===== config.mk =====
export PLATFORM = sky130hd
export DESIGN_NAME = uart_banner_echo_top
export DESIGN_NICKNAME = d
export VERILOG_FILES = /design/src/rtl/uart_banner_echo_top.sv
export SDC_FILE = /design/constraint.sdc
export NUM_CORES = 1
export LEC_CHECK = 0
export CORE_UTILIZATION = 43
export DETAILED_ROUTE_END_ITERATION = 16
export MAX_ROUTING_LAYER = met4
export PLACE_DENSITY_LB_ADDON = 0.05
export SLEW_MARGIN = 20
export SYNTH_ARGS = -nofsm -noshare
export SYNTH_HDL_FRONTEND = slang
export SYNTH_SLANG_ARGS = --single-unit
export TNS_END_PERCENT = 5

===== constraint.sdc =====
create_clock -name CLK_I -period 2.6 [get_ports CLK_I]
set_input_delay 0.52 -clock CLK_I [delete_from_list [all_inputs] [get_ports CLK_I]]
set_output_delay 0.52 -clock CLK_I [all_outputs]
set_load 0.02 [all_outputs]

===== src/rtl/uart_banner_echo_top.sv =====
// UART 8N1 top: sends "ARM\r\n" once after reset, then echoes every good RX byte and latches it on the LEDs.
// Echo starts two cycles after the RX stop sample; a one-entry buffer keeps only the newest byte while TX is busy.
`timescale 1ns/1ps
module uart_banner_echo_top #(
  parameter int CLK_FREQ_HZ  = 12000000,
  parameter int BAUD         = 115200,
  parameter int CLKS_PER_BIT = CLK_FREQ_HZ / BAUD
) (
  input  logic       CLK_I,
  input  logic       UART_RTS_N_I,
  input  logic       UART_RX_I,
  output logic       UART_TX_O,
  output logic [7:0] LED_IO
);

  localparam int CNT_W = $clog2(CLKS_PER_BIT);
  localparam logic [CNT_W-1:0] BIT_LAST  = CNT_W'(CLKS_PER_BIT - 1);
  localparam logic [CNT_W-1:0] HALF_LAST = CNT_W'(CLKS_PER_BIT / 2 - 1);

  logic clk;
  logic rst;
  assign clk = CLK_I;
  assign rst = UART_RTS_N_I;

  typedef enum logic [1:0] {TX_IDLE, TX_START, TX_DATA, TX_STOP} tx_state_t;
  typedef enum logic [2:0] {RX_IDLE, RX_START, RX_DATA, RX_STOP, RX_FRAME_ERR} rx_state_t;
  typedef enum logic {BN_SEND, BN_DONE} bn_state_t;

  tx_state_t        tx_state;
  logic [CNT_W-1:0] tx_cnt;
  logic [2:0]       tx_bit;
  logic [7:0]       tx_shift;
  logic             tx_line;
  logic             tx_idle;
  logic             tx_start;
  logic [7:0]       tx_byte;

  rx_state_t        rx_state;
  logic             rx_s1;
  logic             rx_s2;
  logic             rx_prev;
  logic [CNT_W-1:0] rx_cnt;
  logic [2:0]       rx_bit;
  logic [7:0]       rx_shift;
  logic             rx_vld;
  logic [7:0]       rx_dat;

  bn_state_t        bn_state;
  logic [2:0]       bn_idx;
  logic [7:0]       bn_char;

  logic             buf_full;
  logic [7:0]       buf_dat;
  logic             buf_drain;
  logic [7:0]       led;

  // Banner has priority on TX; the echo buffer only drains once the banner is finished.
  assign tx_idle   = (tx_state == TX_IDLE);
  assign buf_drain = tx_idle && (bn_state == BN_DONE) && buf_full;
  assign tx_start  = tx_idle && ((bn_state == BN_SEND) || buf_full);
  assign tx_byte   = (bn_state == BN_SEND) ? bn_char : buf_dat;

  always_comb begin
    bn_char = 8'h0A;
    case (bn_idx)
      3'd0:    bn_char = 8'h41;
      3'd1:    bn_char = 8'h52;
      3'd2:    bn_char = 8'h4D;
      3'd3:    bn_char = 8'h0D;
      default: bn_char = 8'h0A;
    endcase
  end

  always_ff @(posedge clk) begin
    if (rst) begin
      tx_state <= TX_IDLE;
      tx_cnt   <= '0;
      tx_bit   <= '0;
      tx_shift <= '0;
      tx_line  <= 1'b1;
    end else begin
      case (tx_state)
        TX_IDLE: begin
          if (tx_start) begin
            tx_shift <= tx_byte;
            tx_cnt   <= '0;
            tx_line  <= 1'b0;
            tx_state <= TX_START;
          end
        end
        TX_START: begin
          if (tx_cnt == BIT_LAST) begin
            tx_cnt   <= '0;
            tx_bit   <= '0;
            tx_line  <= tx_shift[0];
            tx_shift <= {1'b0, tx_shift[7:1]};
            tx_state <= TX_DATA;
          end else begin
            tx_cnt <= tx_cnt + 1'b1;
          end
        end
        TX_DATA: begin
          if (tx_cnt == BIT_LAST) begin
            tx_cnt <= '0;
            if (tx_bit == 3'd7) begin
              tx_line  <= 1'b1;
              tx_state <= TX_STOP;
            end else begin
              tx_bit   <= tx_bit + 3'd1;
              tx_line  <= tx_shift[0];
              tx_shift <= {1'b0, tx_shift[7:1]};
            end
          end else begin
            tx_cnt <= tx_cnt + 1'b1;
          end
        end
        TX_STOP: begin
          if (tx_cnt == BIT_LAST) begin
            tx_cnt   <= '0;
            tx_state <= TX_IDLE;
          end else begin
            tx_cnt <= tx_cnt + 1'b1;
          end
        end
        default: tx_state <= TX_IDLE;
      endcase
    end
  end

  always_ff @(posedge clk) begin
    if (rst) begin
      bn_state <= BN_SEND;
      bn_idx   <= '0;
    end else if (bn_state == BN_SEND && tx_idle) begin
      if (bn_idx == 3'd4) begin
        bn_state <= BN_DONE;
      end else begin
        bn_idx <= bn_idx + 3'd1;
      end
    end
  end

  // Start is qualified by a falling edge of the synchronized line, then confirmed at mid-bit.
  always_ff @(posedge clk) begin
    if (rst) begin
      rx_s1    <= 1'b1;
      rx_s2    <= 1'b1;
      rx_prev  <= 1'b1;
      rx_state <= RX_IDLE;
      rx_cnt   <= '0;
      rx_bit   <= '0;
      rx_shift <= '0;
      rx_vld   <= 1'b0;
      rx_dat   <= '0;
    end else begin
      rx_s1   <= UART_RX_I;
      rx_s2   <= rx_s1;
      rx_prev <= rx_s2;
      rx_vld  <= 1'b0;
      case (rx_state)
        RX_IDLE: begin
          if (rx_prev && !rx_s2) begin
            rx_cnt   <= '0;
            rx_state <= RX_START;
          end
        end
        RX_START: begin
          if (rx_cnt == HALF_LAST) begin
            rx_cnt   <= '0;
            rx_bit   <= '0;
            rx_state <= rx_s2 ? RX_IDLE : RX_DATA;
          end else begin
            rx_cnt <= rx_cnt + 1'b1;
          end
        end
        RX_DATA: begin
          if (rx_cnt == BIT_LAST) begin
            rx_cnt   <= '0;
            rx_shift <= {rx_s2, rx_shift[7:1]};
            rx_bit   <= rx_bit + 3'd1;
            if (rx_bit == 3'd7) begin
              rx_state <= RX_STOP;
            end
          end else begin
            rx_cnt <= rx_cnt + 1'b1;
          end
        end
        RX_STOP: begin
          if (rx_cnt == BIT_LAST) begin
            rx_cnt <= '0;
            if (rx_s2) begin
              rx_vld   <= 1'b1;
              rx_dat   <= rx_shift;
              rx_state <= RX_IDLE;
            end else begin
              rx_state <= RX_FRAME_ERR;
            end
          end else begin
            rx_cnt <= rx_cnt + 1'b1;
          end
        end
        RX_FRAME_ERR: begin
          if (rx_s2) begin
            rx_state <= RX_IDLE;
          end
        end
        default: rx_state <= RX_IDLE;
      endcase
    end
  end

  // A new byte wins over a same-cycle drain, so the buffer stays full.
  always_ff @(posedge clk) begin
    if (rst) begin
      buf_full <= 1'b0;
      buf_dat  <= '0;
      led      <= '0;
    end else begin
      if (rx_vld) begin
        buf_dat  <= rx_dat;
        buf_full <= 1'b1;
        led      <= rx_dat;
      end else if (buf_drain) begin
        buf_full <= 1'b0;
      end
    end
  end

  assign UART_TX_O = tx_line;
  assign LED_IO    = led;

endmodule


==> results of run 1 <==
-- cell usage in the layout (no fill, tap or decap), types with 6 or more instances in the layout --
master,n
dfxtp_1,67
nor2_1,55
nand2_1,39
nand3_1,27
a21oi_1,26
mux2i_1,22
ha_1,16
o21ai_0,15
inv_1,12
clkdlybuf4s50_1,10
clkbuf_8,9
buf_4,8
nor3_1,7
a22oi_1,6
nand2b_1,6
-- kinds of logic (layout without fill, tap and decap cells) --
logic type	Yosys count	count (layout)	synth area share
simple gates	163	163	0.241
compound gates	76	76	0.163
flops	67	67	0.417
buf+inv	34	47	0.0428
mux	23	23	0.0719
fa+ha+maj	16	16	0.0622
xor+xnor	1	1	0.00272
-- worst max path at each step --
stage / from / endpoint / slack, ps
5_1_grt: tx_bit[0]$_SDFFE_PP0P_ / tx_shift[4]$_SDFFE_PP0P_ / 120
3_3_place_gp: tx_bit[0]$_SDFFE_PP0P_ / tx_shift[4]$_SDFFE_PP0P_ / 330
4_1_cts: tx_bit[0]$_SDFFE_PP0P_ / tx_shift[4]$_SDFFE_PP0P_ / 250
6_report: tx_bit[0]$_SDFFE_PP0P_ / tx_shift[2]$_SDFFE_PP0P_ / 270
2_1_floorplan: tx_bit[0]$_SDFFE_PP0P_ / tx_shift[7]$_SDFFE_PP0P_ / 560
3_5_place_dp: tx_bit[0]$_SDFFE_PP0P_ / tx_shift[4]$_SDFFE_PP0P_ / 260
-- layout make-up --
cell class | count | area (sq um)
multi-input combinational | 279 | 1740
sequential | 67 | 1340
inverter | 12 | 45.0
fill | 703 | 3600
timing repair buffer | 19 | 165
clock inverter | 7 | 116
clock buffer | 9 | 124
tap | 99 | 124
-- through the flow --
step / cells / power [uW] / setup WS, ps / area, sq um
after floorplan: 380 / 1890 / 562 / 3220
after global placement: 476 / 2080 / 330 / 3410
after detailed placement: 476 / 2080 / 265 / 3410
after CTS: 492 / 3140 / 251 / 3650
after global routing: 492 / 3310 / 116 / 3650
final: 492 / 3110 / 265 / 3650
-- registers in the layout (all words and copies together), names as in the netlist --
register	cells
rx_bit	3
tx_state	2
bn_idx	3
LED_IO	8
tx_cnt	7
rx_s1	1
rx_shift	8
rx_dat	8
rx_prev	1
rx_state	3
bn_state	1
tx_bit	3
buf_full	1
rx_s2	1
UART_TX_O	1
tx_shift	8
rx_cnt	7
rx_vld	1
-- worst reg2reg max path: cells and delay by family, from the launching register on --
family	cells	cell delay (ps)
AND/OR/NAND/NOR	2	670
flip-flops	1	340
adder cells (fa/ha/maj)	2	400
AO/OA/AOI/OAI	2	840
-- per-layer routing --
| layer | share of wire | vias to the layer above | track usage | wire (um) |
|---|---|---|---|---|
| met5 | 0 | - | - | 0 |
| met4 | 0.019 | 0 | 0.0762 | 128 |
| met3 | 0.029 | 12 | 0.0392 | 192 |
| met2 | 0.44 | 27 | 0.272 | 2890 |
| met1 | 0.51 | 1191 | 0.251 | 3370 |
| li1 | - | 1351 | - | - |
-- power by group through the flow --
stage	clock, uW	combinational (uW)	sequential (uW)
6_report	1050	866	1200
5_1_grt	1120	978	1210
4_1_cts	1070	867	1200
3_5_place_dp	0	857	1220
3_3_place_gp	0	865	1220
2_1_floorplan	0	695	1200
==> flow_summary.toml, run 1 <==
[outcome]
outcome = "finished clean"

[sta]
slew_headroom = 0.516
slew_violations = 0
rsz0062_at_grt = "no"
clock.fmax_mhz = 428
skew_ps = 9.60
hold_violations = 0
fin_crit_ps = 2330
fin_setup_tns_ps = 0
hold_ws_ps = 412
setup_viol = 0
finalCritPeriodShare = 0.898
worst_pin_slew_ps = 719

[die]
die_area_sq_um = 7830
core_sq_um = 7250
ios = 12
die_h_um = 88.5
rows = 31
die_w_um = 88.5
start_util = 0.444

[synthesis]
synth_commonest_cells = "dfxtp_1 (67), nor2_1 (55), nand2_1 (39), nand3_1 (27), a21oi_1 (26)"
synth_seq_cells = 67
synth_cells = 380
ys_seq_area_frac = 0.417
ys.flop_type = "dfxtp_1"
synth_area_leaders = "dfxtp_1 (42%), mux2i_1 (6.8%), nor2_1 (6.4%)"
yosysWarnings = 0
synth_edf_count = 0
yosysTopAreaCell = "dfxtp_1"
syn_area_sq_um = 3220
syn-num-nets = 399
yosysMostFrequentCell = "dfxtp_1"
avgSynthCellArea_sq_um = 8.47
yosysUniqueCellTypes = 52
synth_top_area_share = 0.417
async_flop_share = 0

[critical_path]
path_cells = "ha_1 > ha_1 > or4_4 > a221oi_4 > nor2_1 > a211oi_2"
cp_top_family = "compound AO/OA/AOI/OAI gates"
crit_cells = 6
required_ps = 2850
r2r_slack_ps = 270
crit_type = "reg -> reg"
cp-end-kind = "flop"
crit_path_top_delay_cell = "a221oi_4"
cp_common_cell = "ha_1"
cp_num_buf_inv = 0
critPathLaunchType = "flop"
cp.arrival_ps = 2580
crit_fanout = 14
reg2reg_from = "tx_bit[0]$_SDFFE_PP0P_"
reg2reg_depth = 6
slowest_delay_ps = 600
reg2reg_to = "tx_shift[2]$_SDFFE_PP0P_"

[worst_hold_path]
whs_path_depth = 1
hold_end = "rx_s2$_SDFF_PP1_"
hp-class = "reg -> reg"
hp-start = "rx_s1$_SDFF_PP1_"

[route]
antenna_left = 0
vias_per_cell = 5.25
wl_um = 6580
routedWlPerCell_um = 13.4
drc = 0
drtIter0Drc = 131
firstDrtPassIters = 4
route.vias.total = 2581

[layout]
area_delta_synth_final_pct = 13.6
finish.utilization = 0.504
nets = 407
drive_above_1_share = 0.0992
diodes = 0

[pwr]
peakVddDrop_v = 0.000535
p_sw_uw = 986
powerDensity_nw_per_um2 = 850
p_sw_frac = 0.317
p_leak_uw = 0.00141
p_clk_frac = 0.337
combPwrFrac = 0.279
pwr-share-seq = 0.385
internal_power_uw = 2120

[cts]
cts_hold_buf = 0
cts_max_level = 3
clk_latency_ps = 340
clk_pin_slew_ps = 80
clk_path_buf_depth = 2
cts_root_buf = "clkbuf_8"
post-cts-setup-buffers = 0
cts_tree = "done"
cts_sinks = 67
cts-resized-gates = 0
cts_buffers = 9

[global_route]
antenna_found_initial = 0
grt_max_degree = 36
track_usage = 0.187
grt_pass1_wl_um = 10900
grt_overflow = 0
grt_pass1_vias = 2323

[flow_run]
drv_cap = 0

[place]
hpwlAfterDp_um = 4430
gp_congestion = 0.797
io_buffers = 11
Power figures use the tool's default switching activity.
==> run 2: changes to the inputs <==
- GPL_TIMING_DRIVEN: unset -> 1
==> results of run 2 <==
The final DEF is identical to that of run 1; final timing and power are the same.
